## config.mk

```make
export PLATFORM = sky130hd
export DESIGN_NAME = vga_timing_gen
export DESIGN_NICKNAME = d
export VERILOG_FILES = /design/src/rtl/vga_timing_gen.sv
export SDC_FILE = /design/constraint.sdc
export NUM_CORES = 1
export LEC_CHECK = 0
export ABC_CLOCK_PERIOD_IN_PS = 5100
export CAP_MARGIN = 25
export CORE_AREA = 2 2 110 85
export CTS_CLUSTER_SIZE = 12
export DETAILED_ROUTE_END_ITERATION = 12
export DIE_AREA = 0 0 112 87
export PLACE_DENSITY = 0.71
export SETUP_SLACK_MARGIN = 0.02
export SYNTH_ARGS = -nofsm -noshare
export SYNTH_HDL_FRONTEND = slang
export SYNTH_SLANG_ARGS = --single-unit
```

## constraint.sdc

```tcl
create_clock -name clk -period 5.1 [get_ports clk]
set_input_delay 1.02 -clock clk [delete_from_list [all_inputs] [get_ports clk]]
set_output_delay 1.02 -clock clk [all_outputs]
set_load 0.01 [all_outputs]
```

## src/rtl/vga_timing_gen.sv

```systemverilog
// vga_timing_gen: parametrised video timing generator (sync, active, x/y, events).
// Optional line-compare interrupt enabled by defining VGA_TIMING_LINE_IRQ_EN.
module vga_timing_gen #(
   parameter int H_SYNC = 96,
   parameter int H_BP   = 48,
   parameter int H_ACT  = 640,
   parameter int H_FP   = 16,
   parameter int V_SYNC = 2,
   parameter int V_BP   = 33,
   parameter int V_ACT  = 480,
   parameter int V_FP   = 10,
   parameter int HS_POL = 0,
   parameter int VS_POL = 0,
   parameter int CW     = 12
) (
   input  logic          clk,
   input  logic          rst_n,
   input  logic          pix_en,
`ifdef VGA_TIMING_LINE_IRQ_EN
   input  logic [CW-1:0] irq_line,
   output logic          line_irq,
`endif
   output logic          h_sync,
   output logic          v_sync,
   output logic          active,
   output logic [CW-1:0] x,
   output logic [CW-1:0] y,
   output logic          sof,
   output logic          eol,
   output logic [15:0]   frame_cnt
);

   localparam int H_TOTAL = H_SYNC + H_BP + H_ACT + H_FP;
   localparam int V_TOTAL = V_SYNC + V_BP + V_ACT + V_FP;
   localparam int H_START = H_SYNC + H_BP;
   localparam int V_START = V_SYNC + V_BP;

   // One extra bit so an end bound equal to 2^CW still compares correctly.
   localparam logic [CW:0] HS_END = (CW+1)'(H_SYNC);
   localparam logic [CW:0] VS_END = (CW+1)'(V_SYNC);
   localparam logic [CW:0] HA_BEG = (CW+1)'(H_START);
   localparam logic [CW:0] HA_END = (CW+1)'(H_START + H_ACT);
   localparam logic [CW:0] VA_BEG = (CW+1)'(V_START);
   localparam logic [CW:0] VA_END = (CW+1)'(V_START + V_ACT);
   localparam logic [CW-1:0] H_LAST = CW'(H_TOTAL - 1);
   localparam logic [CW-1:0] V_LAST = CW'(V_TOTAL - 1);
   localparam logic [CW-1:0] H_OFS  = CW'(H_START);
   localparam logic [CW-1:0] V_OFS  = CW'(V_START);
   localparam logic HS_ON = HS_POL[0];
   localparam logic VS_ON = VS_POL[0];

   logic [CW-1:0] h_cnt, v_cnt;
   logic [CW-1:0] h_nx, v_nx;
   logic [CW:0]   hx, vx;
   logic          h_wrap;
   logic          h_act_nx, v_act_nx, act_nx;
   logic          sof_nx, eol_nx;

   // Next position and the output values describing it.
   always_comb begin
      h_wrap = (h_cnt == H_LAST);
      h_nx   = h_wrap ? '0 : h_cnt + CW'(1);
      v_nx   = v_cnt;
      if (h_wrap)
         v_nx = (v_cnt == V_LAST) ? '0 : v_cnt + CW'(1);
      hx       = {1'b0, h_nx};
      vx       = {1'b0, v_nx};
      h_act_nx = (hx >= HA_BEG) && (hx < HA_END);
      v_act_nx = (vx >= VA_BEG) && (vx < VA_END);
      act_nx   = h_act_nx && v_act_nx;
      sof_nx   = h_wrap && (v_nx == '0);
      eol_nx   = (hx == HA_END) && v_act_nx;
   end

   // Position counters and registered outputs; pulses last one clk cycle.
   always_ff @(posedge clk or negedge rst_n) begin
      if (!rst_n) begin
         h_cnt     <= '0;
         v_cnt     <= '0;
         h_sync    <= HS_ON;
         v_sync    <= VS_ON;
         active    <= 1'b0;
         x         <= '0;
         y         <= '0;
         sof       <= 1'b0;
         eol       <= 1'b0;
         frame_cnt <= '0;
`ifdef VGA_TIMING_LINE_IRQ_EN
         line_irq  <= 1'b0;
`endif
      end else begin
         sof <= 1'b0;
         eol <= 1'b0;
`ifdef VGA_TIMING_LINE_IRQ_EN
         line_irq <= 1'b0;
`endif
         if (pix_en) begin
            h_cnt  <= h_nx;
            v_cnt  <= v_nx;
            h_sync <= (hx < HS_END) ? HS_ON : ~HS_ON;
            v_sync <= (vx < VS_END) ? VS_ON : ~VS_ON;
            active <= act_nx;
            x      <= act_nx ? h_nx - H_OFS : '0;
            y      <= act_nx ? v_nx - V_OFS : '0;
            sof    <= sof_nx;
            eol    <= eol_nx;
            if (sof_nx)
               frame_cnt <= frame_cnt + 16'd1;
`ifdef VGA_TIMING_LINE_IRQ_EN
            line_irq <= h_wrap && (v_nx == irq_line);
`endif
         end
      end
   end

endmodule

```

==> results.json <==
{
  "status": "finished, final reports clean",
  "multiInputGateArea_um2": 2220,
  "hold_ws_ns": 0.466,
  "ys_seq_elements": 69,
  "switching_share": 0.308,
  "synthTopCellsByArea": "dfrtp_1 41%, o32ai_1 4.5%, xnor2_1 4.1%",
  "peakVddDrop_mv": 0.187,
  "vias": 3728,
  "cp.required_ns": 5.29,
  "vias_per_cell": 6.06,
  "drive_gt1_frac": 0.0875,
  "drc_errors": 0,
  "ant_nets": 0,
  "grt_max_degree": 40,
  "p_per_area_nw_per_um2": 309,
  "cts_sinks": 69,
  "dr.pass1.iters": 5,
  "cts.htree.levels": 3,
  "syn-num-nets": 481,
  "initial_utilization": 0.484,
  "final_util": 0.573,
  "synth_edf_count": 0,
  "tightestPinTransition_ns": 1.03,
  "sequentialPowerShare": 0.411,
  "numCtsBuffers": 9,
  "grt_pass1_wl_um": 17700,
  "hold_viol": 0,
  "crit_chain": "ha_1 -> nand3_1 -> or4_1 -> a21oi_1 -> inv_1 -> ha_1 -> a211oi_1 -> o211ai_1 -> a22oi_2 -> buf_4 -> o32ai_1",
  "design_area_um2": 5030,
  "cp.arrival_ns": 4.63,
  "synth_ff_type": "dfrtp_1",
  "syn_avg_cell_area_um2": 9.04,
  "worstSetupPathType": "flop to flop",
  "cts_hold_buf": 0,
  "async_reset_ff_frac": 1.00,
  "syn_inst": 470,
  "max_stage_delay_ns": 0.93,
  "clock_latency_ns": 0.34,
  "clkPwrFrac": 0.410,
  "maxCapViolCount": 0,
  "fin_tns_setup_ns": 0,
  "final-seq-area_um2": 1730,
  "yosys.area.top_type_share": 0.406,
  "cp-start-kind": "flop",
  "clkTransAtPathRegs_ns": 0.06,
  "num_rows": 30,
  "min_from": "frame_cnt[15]",
  "leakage_nw": 2.03,
  "ff2ff_setup_slack_ns": 0.66,
  "slew_violations": 0,
  "postRouteWirelength_um": 10700,
  "area_growth_pct": 18.4,
  "postCtsSetupRepairBufs": 0,
  "boundaryPins": 48,
  "period_share": 0.871,
  "yosysWarnings": 0,
  "clock-root-buffer": "clkbuf_16",
  "crit_top_cell": "ha_1",
  "diodes": 0,
  "port_buffers": 47,
  "finalSetupViolCount": 0,
  "die_y_um": 87,
  "placed_cell_area_um2": 4730,
  "muxShareOfSynthArea": 0.0180,
  "regToRegStartpoint": "h_cnt[0]",
  "fmax_mhz": 225,
  "cts_tree": "done",
  "layout.nets": 509,
  "gr-total-overflow": 0,
  "switching_power_mw": 0.479,
  "slowest_stage": "or4_1",
  "slew_headroom": 0.311,
  "netlist_top_cells_count": "69 x dfrtp_1, 39 x inv_1, 31 x nand2_1",
  "synth-simple-area-share": 0.225,
  "ctsLongestPathBuffers": 2,
  "grt_pass1_vias": 3429,
  "synth_top_family_by_area": "simple AND/OR/NAND/NOR gates",
  "first_iter_violations": 281,
  "coreArea_um2": 8780,
  "grt_use_total": 0.229,
  "intPower_mw": 1.08,
  "gp_congestion": 0.903,
  "hold_depth": 1,
  "min_period_ns": 4.44,
  "synth_area_um2": 4250,
  "min_path_type": "flop to flop",
  "die_x_um": 112,
  "fill_cells": 784,
  "synth_cell_type_count": 61,
  "grt_antenna_before_repair": 0,
  "cp-end-kind": "flop",
  "rr_endpoint": "x[8]",
  "synth_most_common_cell": "dfrtp_1",
  "rsz0062_at_grt": "false",
  "fin_worst_skew_ns": 0.00334,
  "dieArea_um2": 9740,
  "synth_seq_area_share": 0.406,
  "p_comb_frac": 0.179,
  "wl_per_cell_um": 17.5,
  "synth_compound_area_frac": 0.173,
  "synthAdderAreaFrac": 0.0236,
  "fin_total_pwr_mw": 1.56,
  "yosysTopAreaCell": "dfrtp_1",
  "cp_max_fo": 26,
  "dpl.hpwl_um": 7380,
  "synth_xor_area_frac": 0.0825,
  "ctsResizeCount": 0,
  "rr_worst_depth": 11,
  "min_to": "frame_cnt[15]"
}
[state kept, by name, summed over array words and instances, names as in the netlist]
| name | count |
|---|---|
| active | 1 |
| eol | 1 |
| frame_cnt | 16 |
| h_cnt | 12 |
| h_sync | 1 |
| sof | 1 |
| v_cnt | 12 |
| v_sync | 1 |
| x | 12 |
| y | 12 |
[final cells by class]
cell class	instances	share of cell area
repair buffers	52	0.0990
clock buffers	11	0.0483
inverters	39	0.0291
multi-input cells	327	0.441
clock inverters	5	0.0117
well taps	112	0.0279
flip-flops and latches	69	0.343
[power by group through the flow]
stage	clock network (mW)	registers, mW	logic, mW
after detailed placement	0	0.645	0.270
after floorplan	0	0.603	0.243
final	0.638	0.640	0.278
after global placement	0	0.644	0.267
after global routing	0.665	0.647	0.311
after CTS	0.644	0.637	0.275
[stage by stage]
| stage | setup slack (ns) | instances |
|---|---|---|
| 2_1_floorplan | 1.41 | 470 |
| 3_5_place_dp | 0.744 | 599 |
| 4_1_cts | 0.738 | 615 |
| 3_3_place_gp | 1.03 | 599 |
| 6_report | 0.659 | 615 |
| 5_1_grt | 0.313 | 615 |
[cells by family (layout without fill, tap and decap cells)]
logic type | Yosys count | count (layout)
simple gates | 169 | 169
compound gates | 103 | 103
buf+inv | 74 | 107
flops | 69 | 69
xor+xnor | 40 | 40
fa+ha+maj | 8 | 8
mux | 7 | 7
[worst max-delay path: cells and delay by family, from the launching register on]
family	cells	cell delay, ns
AND/OR/NAND/NOR	2	1.12
flip-flops	1	0.49
AO/OA/AOI/OAI	5	1.69
buffers and inverters	2	0.39
adder cells (fa/ha/maj)	2	0.58
[per-layer routing]
metal	share of wire	track usage	wire (um)	up-vias
li1	-	-	-	1756
met1	0.49	0.340	5250	1790
met2	0.42	0.329	4530	160
met3	0.076	0.0640	820	22
met4	0.013	0.0599	138	0
met5	0	0	0	-
[layout by cell type, fill, tap and decap left out, types with 4 or more instances in the layout]
cell type,instances
nor3b_1,4
or2_2,4
buf_4,5
ha_1,8
o21a_1,5
nand4_1,11
nor3_2,5
o21ai_0,18
mux2_2,5
or3_1,5
clkbuf_16,9
nand2_1,31
inv_1,39
a21oi_1,19
dfrtp_1,69
o31ai_1,4
o32ai_1,22
and3_1,12
nor3_1,12
and2_1,4
nor4_1,9
xnor2_1,20
nor2_1,28
xor2_1,20
o31a_1,4
nand3_1,24
clkdlybuf4s50_1,45
[worst max-delay path by stage]
stage | from | cells past startpoint | endpoint
finish | h_cnt[0] | 11 | x[8]
global route | h_cnt[0] | 11 | x[8]
CTS | h_cnt[0] | 11 | x[8]
detailed placement | h_cnt[0] | 11 | x[8]
global placement | h_cnt[0] | 11 | y[11]
floorplan | h_cnt[1] | 15 | x[10]
Power figures use the tool's default switching activity.
==> edit 1, RTL diff (config.mk and constraints unchanged) <==
Register the output `frame_cnt` once more, without a reset; this adds one clock of latency there. The other outputs are not delayed to match.
--- a/src/rtl/vga_timing_gen.sv
+++ b/src/rtl/vga_timing_gen.sv
@@ -49,6 +49,8 @@
    localparam logic HS_ON = HS_POL[0];
    localparam logic VS_ON = VS_POL[0];
 
+   logic [15:0] frame_cnt_s0;
+
    logic [CW-1:0] h_cnt, v_cnt;
    logic [CW-1:0] h_nx, v_nx;
    logic [CW:0]   hx, vx;
@@ -84,7 +86,7 @@
          y         <= '0;
          sof       <= 1'b0;
          eol       <= 1'b0;
-         frame_cnt <= '0;
+         frame_cnt_s0 <= '0;
 `ifdef VGA_TIMING_LINE_IRQ_EN
          line_irq  <= 1'b0;
 `endif
@@ -105,7 +107,7 @@
             sof    <= sof_nx;
             eol    <= eol_nx;
             if (sof_nx)
-               frame_cnt <= frame_cnt + 16'd1;
+               frame_cnt_s0 <= frame_cnt_s0 + 16'd1;
 `ifdef VGA_TIMING_LINE_IRQ_EN
             line_irq <= h_wrap && (v_nx == irq_line);
 `endif
@@ -113,5 +115,9 @@
       end
    end
 
+   always_ff @(posedge clk) begin
+      frame_cnt <= frame_cnt_s0;
+   end
+
 endmodule
 
Function: same outputs for any inputs over 10 cycles, from zero or initial values and one cycle with rst_n low; that may be too few to reach the edited logic, so the function may still have changed.
==> edit 1 against the original RTL <==
Sequential cell count grew 16; routed wire length shrank 9.9%; largest power group unchanged; critical endpoint is now y[11]; cell area is essentially flat; worst setup slack gained 390 ps; synthesized area shrank 0.41%; power grew 10%; highest routed layer unchanged.
==> edit 1: results (changes against the original RTL) <==
Outcome
  • Outcome: finished, final reports clean

Synth
  • Synth area leaders: dfrtp_1 (41%), dfxtp_1 (7.6%), xnor2_1 (7.0%)
  • Syn_area_per_cell: 9.82 sq um (+8.6%)
  • Syn Nets: 442 (-8.1%)
  • Compound-gate portion of the synthesized area: 13.0% (-4.3 points)
  • Distinct cells, synth: 58 (-4.9%)
  • Most frequent cells after synthesis: dfrtp_1 (69), inv_1 (38), xnor2_1 (34)
  • Adder-Cell Fraction of Synth Area: 2.37% (+0.0098 points)
  • Xor/xnor cell area share of the yosys netlist: 9.32% (+1.1 points)

Setup path
  • Crit path max fanout: 24 (-7.7%)
  • Worst stage delay on the critical path: 570 ps (-360 ps)
  • Slowest cell on crit path: nand4_2
  • R2r setup slk: 1050 ps (+390 ps)

Routing
  • Met2 wire len: 4140 microns (-8.5%)
  • Initial DRC Count: 207 (-26%)
  • Length of the first detailed-routing pass in iterations: 4 (-1)
  • Wire length per cell: 16.6 microns (-4.9%)
  • Final wirelength: 9680 microns (-9.9%)
  • Vias after detailed routing: 3301 (-11%)

Placed design
  • DP Area: 4720 sq um (-0.24%)
  • Hpwl dp: 6740 microns (-8.8%)

Min path
  • Cells on Worst Hold Path: 0 (-1)
  • Hold path start: frame_cnt_s0[15]

Global routing
  • Vias in the first global route: 3066 (-11%)
  • Largest net degree at the start of global routing: 70 (+75%)

Layout
  • Filler cells: 783 (-0.13%)
  • Layout area overhead: 19.0%
  • Nets@finish: 477 (-6.3%)

STA
  • Slew headroom: 41.8% (+11 points)
  • Fin Hold WS: 398 ps (-67.3 ps)
-- edit 1: changes by cell type after synthesis, sizes merged, moves of 7 or more --
cell	before	now
o22ai	1	23
o32ai	22	1
dfxtp	0	16
xnor2	20	34
nand4	11	22
nor4	13	3
xor2	20	11
nor3	17	9
clkbuf	23	16
nor2	29	22
-- edit 1: cell type report --
type,count,share of cell area (%)
tap,112,2.78
timing repair buffer,49,9.45
clock buffer,11,5.25
multi-input combinational,283,38.0
sequential,85,40.7
inverter,38,2.83
clock inverter,5,1.02
-- edit 1: power groups by stage --
stage | clock network (mW) | registers, mW | logic (mW)
6_report | 0.665 | 0.772 | 0.274
4_1_cts | 0.679 | 0.770 | 0.273
3_5_place_dp | 0 | 0.782 | 0.271
5_1_grt | 0.710 | 0.778 | 0.303
2_1_floorplan | 0 | 0.754 | 0.222
3_3_place_gp | 0 | 0.781 | 0.268
==> edit 2, RTL diff (same settings) <==
Made on the original files. `CW`: 12 -> 13.
--- a/src/rtl/vga_timing_gen.sv
+++ b/src/rtl/vga_timing_gen.sv
@@ -11,7 +11,7 @@
    parameter int V_FP   = 10,
    parameter int HS_POL = 0,
    parameter int VS_POL = 0,
-   parameter int CW     = 12
+   parameter int CW     = 13
 ) (
    input  logic          clk,
    input  logic          rst_n,
Interface: changed (resized x and y); port bits go from 48 to 50. The function was not compared with the original's and may differ.
==> edit 2 against the original RTL <==
Worst setup slack better by 160 ps; power down 2.2%; cell area up 1.4%; largest cell class unchanged; critical endpoint is now y[12]; final cell count down 1.1%; highest routed layer unchanged; combinational power about the same; sequential cell count up 4; largest power group unchanged; routed wire length down 6.4%; die area unchanged; synthesized area up 1.5%.
==> edit 2: results (changes against the original RTL) <==
Outcome
  • Outcome: finished, final reports clean

Routing
  • Drt via density: 5.72 (-5.7%)
  • Initial DRC Count: 427 (+52%)
  • Length of the first detailed-routing pass in iterations: 5 (unchanged)
  • Final wirelength: 10100 microns (-6.4%)

Setup path
  • CP delay by family, top: simple AND/OR/NAND/NOR gates
  • Worst r2r src: h_cnt[0]
  • Slowest cell on crit path: nor3_2
  • Arr. time, crit path: 4530 ps (-100 ps)
  • Buffers and inverters on the worst path: 1 (-1)
  • RR Endpoint: y[12]
  • Worst stage delay on the critical path: 840 ps (-90 ps)
  • R2r setup slk: 820 ps (+160 ps)

Synth
  • Compound-gate portion of the synthesized area: 16.0% (-1.4 points)
  • Xor/xnor cell area share of the yosys netlist: 12.4% (+4.1 points)
  • Multiplexer share of the synthesized area: 0.987% (-0.81 points)
  • Distinct cells, synth: 54 (-11%)
  • Most frequent cells after synthesis: dfrtp_1 (73), xnor2_1 (47), nand2_1 (42)
  • Adder-Cell Fraction of Synth Area: 2.32% (-0.035 points)
  • Syn Nets: 465 (-3.3%)
  • Synth area leaders: dfrtp_1 (42%), xnor2_1 (9.5%), o22ai_2 (5.5%)
  • Async S/R FF share, synth: 100% (unchanged)
  • Register area share after synthesis: 42.4% (+1.7 points)

Placed design
  • Hpwl dp: 7320 microns (-0.90%)
  • Placer congestion estimate: 0.886 (-1.8%)
  • PortBufs: 49 (+4.3%)

Global routing
  • Global-route wire length before repair: 16700 microns (-5.8%)
  • Global-route usage over all layers: 21.4% (-1.4 points)
  • Vias in the first global route: 3237 (-5.6%)
  • Largest net degree at the start of global routing: 43 (+7.5%)

STA
  • Final Hold Viols: 0 (unchanged)
  • Slew headroom: 38.7% (+7.6 points)
  • Clk_skew: 10.4 ps (+7.10 ps)

Power
  • Leakage power of the design: 1.98 nW (-2.7%)
  • Worst VDD drop: 0.227 mV (+21%)

CTS
  • CTS Buffer Depth: 2 (unchanged)
  • Clock-pin slew on the worst setup and hold paths: 60 ps (about the same)

Layout
  • Nets@finish: 502 (-1.4%)
  • Share of layout cells above drive strength 1: 10.9% (+2.1 points)

Min path
  • Cells on Worst Hold Path: 1 (unchanged)
-- edit 2: changes by cell type in the layout (fill, tap and decap cells not counted), sizes merged, moves of 4 or more --
cell / unedited run / this run
o22ai: 1 / 27
xor2: 20 / 14
nor4: 13 / 3
xnor2: 20 / 47
nand2: 31 / 42
and3: 12 / 7
o32ai: 22 / 1
dfrtp: 69 / 73
nor2: 29 / 20
-- edit 2: kinds of logic (layout without fill, tap and decap cells) --
logic type,after synthesis,count (layout)
multiplexers,4,4
flip-flops,73,73
XOR/XNOR,61,61
buffers and inverters,65,107
AND/OR/NAND/NOR,156,156
adder cells (fa/ha/maj),8,8
AO/OA/AOI/OAI,87,87
-- edit 2: final cells by class --
| type | count | area (sq um) |
|---|---|---|
| clock buffers | 10 | 229 |
| multi-input cells | 316 | 2210 |
| inverters | 39 | 146 |
| well taps | 112 | 140 |
| fillers | 758 | 3680 |
| repair buffers | 52 | 503 |
| clock inverters | 6 | 42.5 |
| flip-flops and latches | 73 | 1830 |
-- edit 2: per-stage QoR --
step	setup WS [ps]	power [mW]	area [sq um]	hold WS [ps]	cells
finish	816	1.52	5100	491	608
global route	364	1.59	5100	512	608
CTS	866	1.53	5100	495	608
detailed placement	909	0.943	4830	487	592
global placement	1070	0.934	4830	467	592
floorplan	1540	0.875	4310	491	454
-- edit 2: power by group --
part / leakage (nW) / total [mW] / internal (mW) / switching, mW
registers: 0.970 / 0.662 / 0.607 / 0.0558
logic: 0.880 / 0.277 / 0.111 / 0.166
clock network: 0.129 / 0.582 / 0.330 / 0.251
-- edit 2: layer usage --
metal,track usage (%),vias to the layer above,share of wire (%)
li1,-,1659,-
met1,34.1,1682,52
met2,30.3,124,41
met3,4.18,11,6.1
met4,3.99,0,0.85
met5,0,-,0
